`config.mk`:
```
export PLATFORM = sky130hd
export DESIGN_NAME = exmem_skid_stage
export DESIGN_NICKNAME = d
export VERILOG_FILES = /design/src/rtl/exmem_skid_stage.sv
export SDC_FILE = /design/constraint.sdc
export NUM_CORES = 1
export LEC_CHECK = 0
export ABC_AREA = 1
export BUFFER_PORTS_ARGS = -buffer_cell sky130_fd_sc_hd__buf_2
export CORE_ASPECT_RATIO = 1.25
export CORE_MARGIN = 4
export CORE_UTILIZATION = 49
export CTS_CLUSTER_SIZE = 20
export DETAILED_ROUTE_END_ITERATION = 7
export GPL_ROUTABILITY_DRIVEN = 0
export PLACE_DENSITY = 0.73
export SLEW_MARGIN = 10
export SYNTH_ARGS = -nofsm -noshare
export SYNTH_HDL_FRONTEND = slang
export SYNTH_SLANG_ARGS = --single-unit
```
`constraint.sdc`:
```
create_clock -name clk_i -period 2.4 [get_ports clk_i]
set_clock_uncertainty 0.2 [all_clocks]
set_input_delay 0.36 -clock clk_i [delete_from_list [all_inputs] [get_ports clk_i]]
set_output_delay 0.36 -clock clk_i [all_outputs]
set_load 0.1 [all_outputs]
```
`src/rtl/exmem_skid_stage.sv`:
```
// EX->MEM pipeline stage: valid/ready handshake with a registered in_ready and a 2-entry skid buffer.
// Optional operand-forwarding taps are enabled by defining EXMEM_FWD_EN.
module exmem_skid_stage #(
  parameter int DATA_W = 64,
  parameter int ADDR_W = 5
) (
  input  logic              clk_i,
  input  logic              rst_i,
  input  logic              flush_i,
  input  logic              in_valid_i,
  output logic              in_ready_o,
  input  logic              reg_write_en_i,
  input  logic              mem_write_en_i,
  input  logic              mem_to_reg_i,
  input  logic [DATA_W-1:0] alu_i,
  input  logic [DATA_W-1:0] reg_data2_i,
  input  logic [ADDR_W-1:0] reg_write_addr_i,
`ifdef EXMEM_FWD_EN
  output logic              fwd_valid_o,
  output logic [ADDR_W-1:0] fwd_addr_o,
  output logic [DATA_W-1:0] fwd_data_o,
`endif
  output logic              out_valid_o,
  input  logic              out_ready_i,
  output logic              reg_write_en_o,
  output logic              mem_write_en_o,
  output logic              mem_to_reg_o,
  output logic [DATA_W-1:0] alu_o,
  output logic [DATA_W-1:0] reg_data2_o,
  output logic [ADDR_W-1:0] reg_write_addr_o
);

  // Payload layout: {reg_write_en, mem_write_en, mem_to_reg, alu, reg_data2, reg_write_addr}
  localparam int PAY_W  = 3 + 2 * DATA_W + ADDR_W;
  localparam int RWE_B  = PAY_W - 1;
  localparam int MWE_B  = PAY_W - 2;
  localparam int M2R_B  = PAY_W - 3;
  localparam int ALU_LO = DATA_W + ADDR_W;
  localparam int RD2_LO = ADDR_W;

  typedef enum logic [1:0] {
    EMPTY = 2'd0,
    FULL  = 2'd1,
    SKID  = 2'd2
  } state_t;

  state_t             state_q, state_d;
  logic               in_ready_q, in_ready_d;
  logic [PAY_W-1:0]   main_q, main_d;
  logic [PAY_W-1:0]   skid_q, skid_d;
  logic [PAY_W-1:0]   in_pay;
  logic               main_vld;
  logic               accept;
  logic               consume;

  assign in_pay   = {reg_write_en_i, mem_write_en_i, mem_to_reg_i,
                     alu_i, reg_data2_i, reg_write_addr_i};
  assign main_vld = (state_q != EMPTY);
  assign accept   = in_valid_i & in_ready_q;
  assign consume  = main_vld & out_ready_i;

  // State register and payload registers; reset clears payloads so outputs read 0.
  always_ff @(posedge clk_i) begin
    if (rst_i) begin
      state_q    <= EMPTY;
      in_ready_q <= 1'b1;
      main_q     <= '0;
      skid_q     <= '0;
    end else begin
      state_q    <= state_d;
      in_ready_q <= in_ready_d;
      main_q     <= main_d;
      skid_q     <= skid_d;
    end
  end

  always_comb begin
    state_d = state_q;
    main_d  = main_q;
    skid_d  = skid_q;
    if (flush_i) begin
      // Squash: drop held entries and the presented input; payloads keep last value.
      state_d = EMPTY;
    end else begin
      unique case (state_q)
        EMPTY: begin
          if (accept) begin
            main_d  = in_pay;
            state_d = FULL;
          end
        end
        FULL: begin
          if (consume && accept) begin
            main_d = in_pay;
          end else if (consume) begin
            state_d = EMPTY;
          end else if (accept) begin
            skid_d  = in_pay;
            state_d = SKID;
          end
        end
        SKID: begin
          if (consume) begin
            main_d  = skid_q;
            state_d = FULL;
          end
        end
        default: state_d = EMPTY;
      endcase
    end
    in_ready_d = (state_d != SKID);
  end

  // MEM-facing outputs; control bits never assert on a bubble.
  assign in_ready_o       = in_ready_q;
  assign out_valid_o      = main_vld;
  assign reg_write_en_o   = main_vld & main_q[RWE_B];
  assign mem_write_en_o   = main_vld & main_q[MWE_B];
  assign mem_to_reg_o     = main_vld & main_q[M2R_B];
  assign alu_o            = main_q[ALU_LO +: DATA_W];
  assign reg_data2_o      = main_q[RD2_LO +: DATA_W];
  assign reg_write_addr_o = main_q[0 +: ADDR_W];

`ifdef EXMEM_FWD_EN
  // Forward only ALU results headed for a real register; loads are not ready yet.
  assign fwd_valid_o = ~rst_i & main_vld & main_q[RWE_B] & ~main_q[M2R_B] &
                       (main_q[0 +: ADDR_W] != '0);
  assign fwd_addr_o  = rst_i ? '0 : main_q[0 +: ADDR_W];
  assign fwd_data_o  = rst_i ? '0 : main_q[ALU_LO +: DATA_W];
`endif

endmodule

```
==> impl_metrics.xml <==
<?xml version="1.0" encoding="UTF-8"?>
<metrics>
  <group name="power">
    <metric name="p_per_area" unit="nW/um^2">743</metric>
    <metric name="max-vdd-ir-drop" unit="mV">0.449</metric>
    <metric name="p_leak" unit="uW">0.00805</metric>
  </group>
  <group name="synthesis">
    <metric name="synth_instances" unit="">2064</metric>
    <metric name="synth-edff-count" unit="">0</metric>
    <metric name="synth.ff_latch_count" unit="">275</metric>
    <metric name="most_area_consuming_cells_after_synthesis" unit="">dfxtp_1, nand2_1, buf_4</metric>
    <metric name="seq_area_frac_synth" unit="%">41.3</metric>
    <metric name="synthDominantCellAreaShare" unit="%">41.3</metric>
    <metric name="netlist_area" unit="sq um">13300</metric>
    <metric name="ys_types" unit="">14</metric>
    <metric name="synthTopCellsByCount" unit="">nand2_1, nor2_1, dfxtp_1, buf_4, inv_1</metric>
    <metric name="synthFlopType" unit="">dfxtp_1</metric>
    <metric name="synth_most_common_cell" unit="">nand2_1</metric>
    <metric name="synth_warnings" unit="">0</metric>
    <metric name="synth_nets" unit="">2205</metric>
    <metric name="synth_largest_area_cell" unit="">dfxtp_1</metric>
    <metric name="postSynth.asyncResetShare" unit="%">0</metric>
    <metric name="postSynthAreaPerCell" unit="sq um">6.46</metric>
  </group>
  <group name="worst_setup_path">
    <metric name="worst-path-max-fanout" unit="">4</metric>
    <metric name="crit-reg2reg-capture" unit="">skid_q[111]</metric>
    <metric name="worst-r2r-setup-slack" unit="ns">0.47</metric>
    <metric name="setup.worst_path.start_class" unit="">flip-flop</metric>
    <metric name="reg2regPathDepth" unit="">7</metric>
    <metric name="worst_ep_arrival_time" unit="ns">1.68</metric>
    <metric name="timing.critical_path.to_type" unit="">output pin</metric>
    <metric name="required" unit="ns">1.84</metric>
    <metric name="criticalPathCategory" unit="">flip-flop to output pin</metric>
    <metric name="worstReg2RegStart" unit="">state_q[1]</metric>
  </group>
  <group name="grt">
    <metric name="grt_antenna_before_repair" unit="">0</metric>
    <metric name="largest_net_degree_at_the_start_of_global_routing" unit="">139</metric>
    <metric name="gr_usage_total" unit="%">23.2</metric>
    <metric name="grt_overflow" unit="">0</metric>
    <metric name="grt_pass1_wl" unit="um">58800</metric>
    <metric name="vias_in_the_first_global_route" unit="">12300</metric>
  </group>
  <group name="layout">
    <metric name="layout.filler_cells" unit="">2447</metric>
    <metric name="antenna_diode_count" unit="">0</metric>
    <metric name="area_growth_syn_to_layout" unit="%">20.5</metric>
    <metric name="layout.cell_area.non_filler" unit="sq um">16100</metric>
    <metric name="final_net_count" unit="">2400</metric>
    <metric name="layout-drive-gt1-share" unit="%">15.4</metric>
  </group>
  <group name="timing">
    <metric name="max_slew.worst_pin.slew" unit="ns">0.683</metric>
    <metric name="report.final.hold_viol_count" unit="">0</metric>
    <metric name="report.final.slew_viol_count" unit="">0</metric>
    <metric name="fmax" unit="MHz">447</metric>
    <metric name="timing.final.crit_period" unit="ns">2.24</metric>
    <metric name="timing.final.setup_violations" unit="">0</metric>
    <metric name="layout_worst_path_cycle_share" unit="%">93.3</metric>
    <metric name="finalSetupTns" unit="ns">0</metric>
    <metric name="slew-limit-headroom" unit="%">54.5</metric>
    <metric name="unrepaired_setup_endpoints_after_global_routing" unit="">no</metric>
  </group>
  <group name="worst_hold_path">
    <metric name="worstHoldPathType" unit="">input pin to flip-flop</metric>
    <metric name="min_delay_worst_endpoint" unit="">state_q[0]</metric>
    <metric name="hold_depth" unit="">4</metric>
    <metric name="worstHoldStart" unit="">flush_i</metric>
  </group>
  <group name="clocking">
    <metric name="clock_insertion_delay_worst_skew" unit="ns">0.53</metric>
    <metric name="cts_buffer_depth" unit="">3</metric>
    <metric name="tritoncts" unit="">built</metric>
    <metric name="clock_tree.htree_level_count" unit="">1</metric>
    <metric name="cts_root_buf" unit="">clkbuf_16</metric>
    <metric name="inserted_clock_buffers" unit="">28</metric>
    <metric name="total_clock_sinks" unit="">275</metric>
    <metric name="clock_transition_at_path_regs" unit="ns">0.06</metric>
  </group>
  <group name="route">
    <metric name="wl" unit="um">36200</metric>
    <metric name="routed_wire_length_per_instance" unit="um">13.8</metric>
    <metric name="first_pass_iters" unit="">5</metric>
    <metric name="detail-route-antenna-nets" unit="">0</metric>
    <metric name="post-route-drc-count" unit="">0</metric>
    <metric name="drt_first_iter_violations" unit="">882</metric>
    <metric name="average_via_count_per_standard_cell" unit="">4.85</metric>
    <metric name="number_of_vias_in_the_routed_layout" unit="">12700</metric>
  </group>
  <group name="placed_design">
    <metric name="hpwlAfterDp" unit="um">20500</metric>
    <metric name="io_buffer_count" unit="">278</metric>
    <metric name="postPlaceCellArea" unit="sq um">13700</metric>
  </group>
  <group name="job">
    <metric name="cap_violations" unit="">0</metric>
  </group>
  <group name="die">
    <metric name="die_area" unit="sq um">29900</metric>
    <metric name="die_y" unit="um">192</metric>
    <metric name="io_pins" unit="">279</metric>
    <metric name="core_area" unit="sq um">26800</metric>
    <metric name="initial_core_util" unit="%">49.7</metric>
    <metric name="rows" unit="">67</metric>
    <metric name="die_w" unit="um">156</metric>
  </group>
  <group name="run_status">
    <metric name="run_status" unit="">finished, final reports clean</metric>
  </group>
</metrics>
[layer usage]
layer | up-vias | global-route usage, % | wire [um]
met2 | 445 | 39.7 | 17000
met4 | 0 | 9.16 | 1220
li1 | 6495 | - | -
met3 | 90 | 3.50 | 2340
met1 | 5707 | 29.6 | 15600
met5 | - | 0 | 0
[logic make-up after synthesis]
family	Yosys count	synth area share, %
AND/OR/NAND/NOR	1240	36.3
buffers and inverters	410	17.2
AO/OA/AOI/OAI	139	5.22
flip-flops	275	41.3
[per-stage QoR]
step | setup slack, ns | utilization (%) | power, uW | hold slack [ns] | instances
floorplan | 0.150 | - | 7010 | 0.240 | 2064
global placement | 0.518 | 51.2 | 7230 | 0.247 | 2438
detailed placement | 0.484 | 51.2 | 7250 | 0.252 | 2438
CTS | 0.0491 | 59.9 | 12000 | 0.00833 | 2624
global route | 0.0672 | 59.9 | 12400 | 0.0396 | 2624
finish | 0.161 | 59.9 | 11900 | 0.0425 | 2624
[registers in the layout, indices dropped and copies added, names as in the netlist]
name and count:
in_ready_o 1, main_q 136, skid_q 136, state_q 2
[where the power goes]
part           total (uW)  leakage, uW  switching (uW)  internal (uW)
clock network        4590     0.000491            1850           2740
logic                2490      0.00532            1910            585
registers            4850      0.00224             102           4750
total               11900      0.00805            3860           8080
[timing repair]
| item | CTS | global route |
|---|---|---|
| setup buffers | 0 | 0 |
| setup endpoints to repair | 0 | 1 |
| gates resized for setup | 0 | 1 |
| endpoints found under the hold margin | 271 | 0 |
| hold buffers | 136 | 0 |
[area by class of cell]
class | count | area (sq um) | share of cell area, %
multi-input combinational | 1379 | 5570 | 34.7
sequential | 275 | 5510 | 34.3
timing repair buffer | 432 | 3040 | 18.9
clock buffer | 42 | 885 | 5.51
inverter | 143 | 542 | 3.37
tap | 345 | 432 | 2.69
clock inverter | 8 | 90.1 | 0.561
[critical path, stage by stage, from the launching register on]
cell	delay (ns)
dfxtp_1	0.44
nor2_1	0.16
nor2_1	0.10
buf_2	0.45
[placed cells by master, fill, tap and decap left out]
cell,netlist,layout
a21oi_1,139,139
buf_12,0,12
buf_2,80,276
buf_4,144,7
bufinv_16,0,2
clkbuf_1,18,2
clkbuf_16,0,29
clkbuf_4,0,1
clkbuf_8,0,11
clkinv_2,0,6
dfxtp_1,275,275
dlygate4sd3_1,0,136
inv_1,141,140
inv_2,2,1
inv_4,0,2
nand2_1,824,822
nand2_4,0,2
nand3_1,136,136
nand3_4,0,1
nand3b_1,1,1
nor2_1,278,276
nor2_4,0,2
[worst max path at each step]
stage,from,end,slack [ns],cells past startpoint
global placement,in_valid_i,skid_q[73],0.52,7
floorplan,state_q[1],mem_to_reg_o,0.15,2
finish,state_q[1],mem_write_en_o,0.16,3
CTS,state_q[1],reg_write_en_o,0.05,3
global route,state_q[1],mem_write_en_o,0.07,3
detailed placement,in_valid_i,skid_q[75],0.48,7
Note: power is estimated with default switching activity, not from simulation.
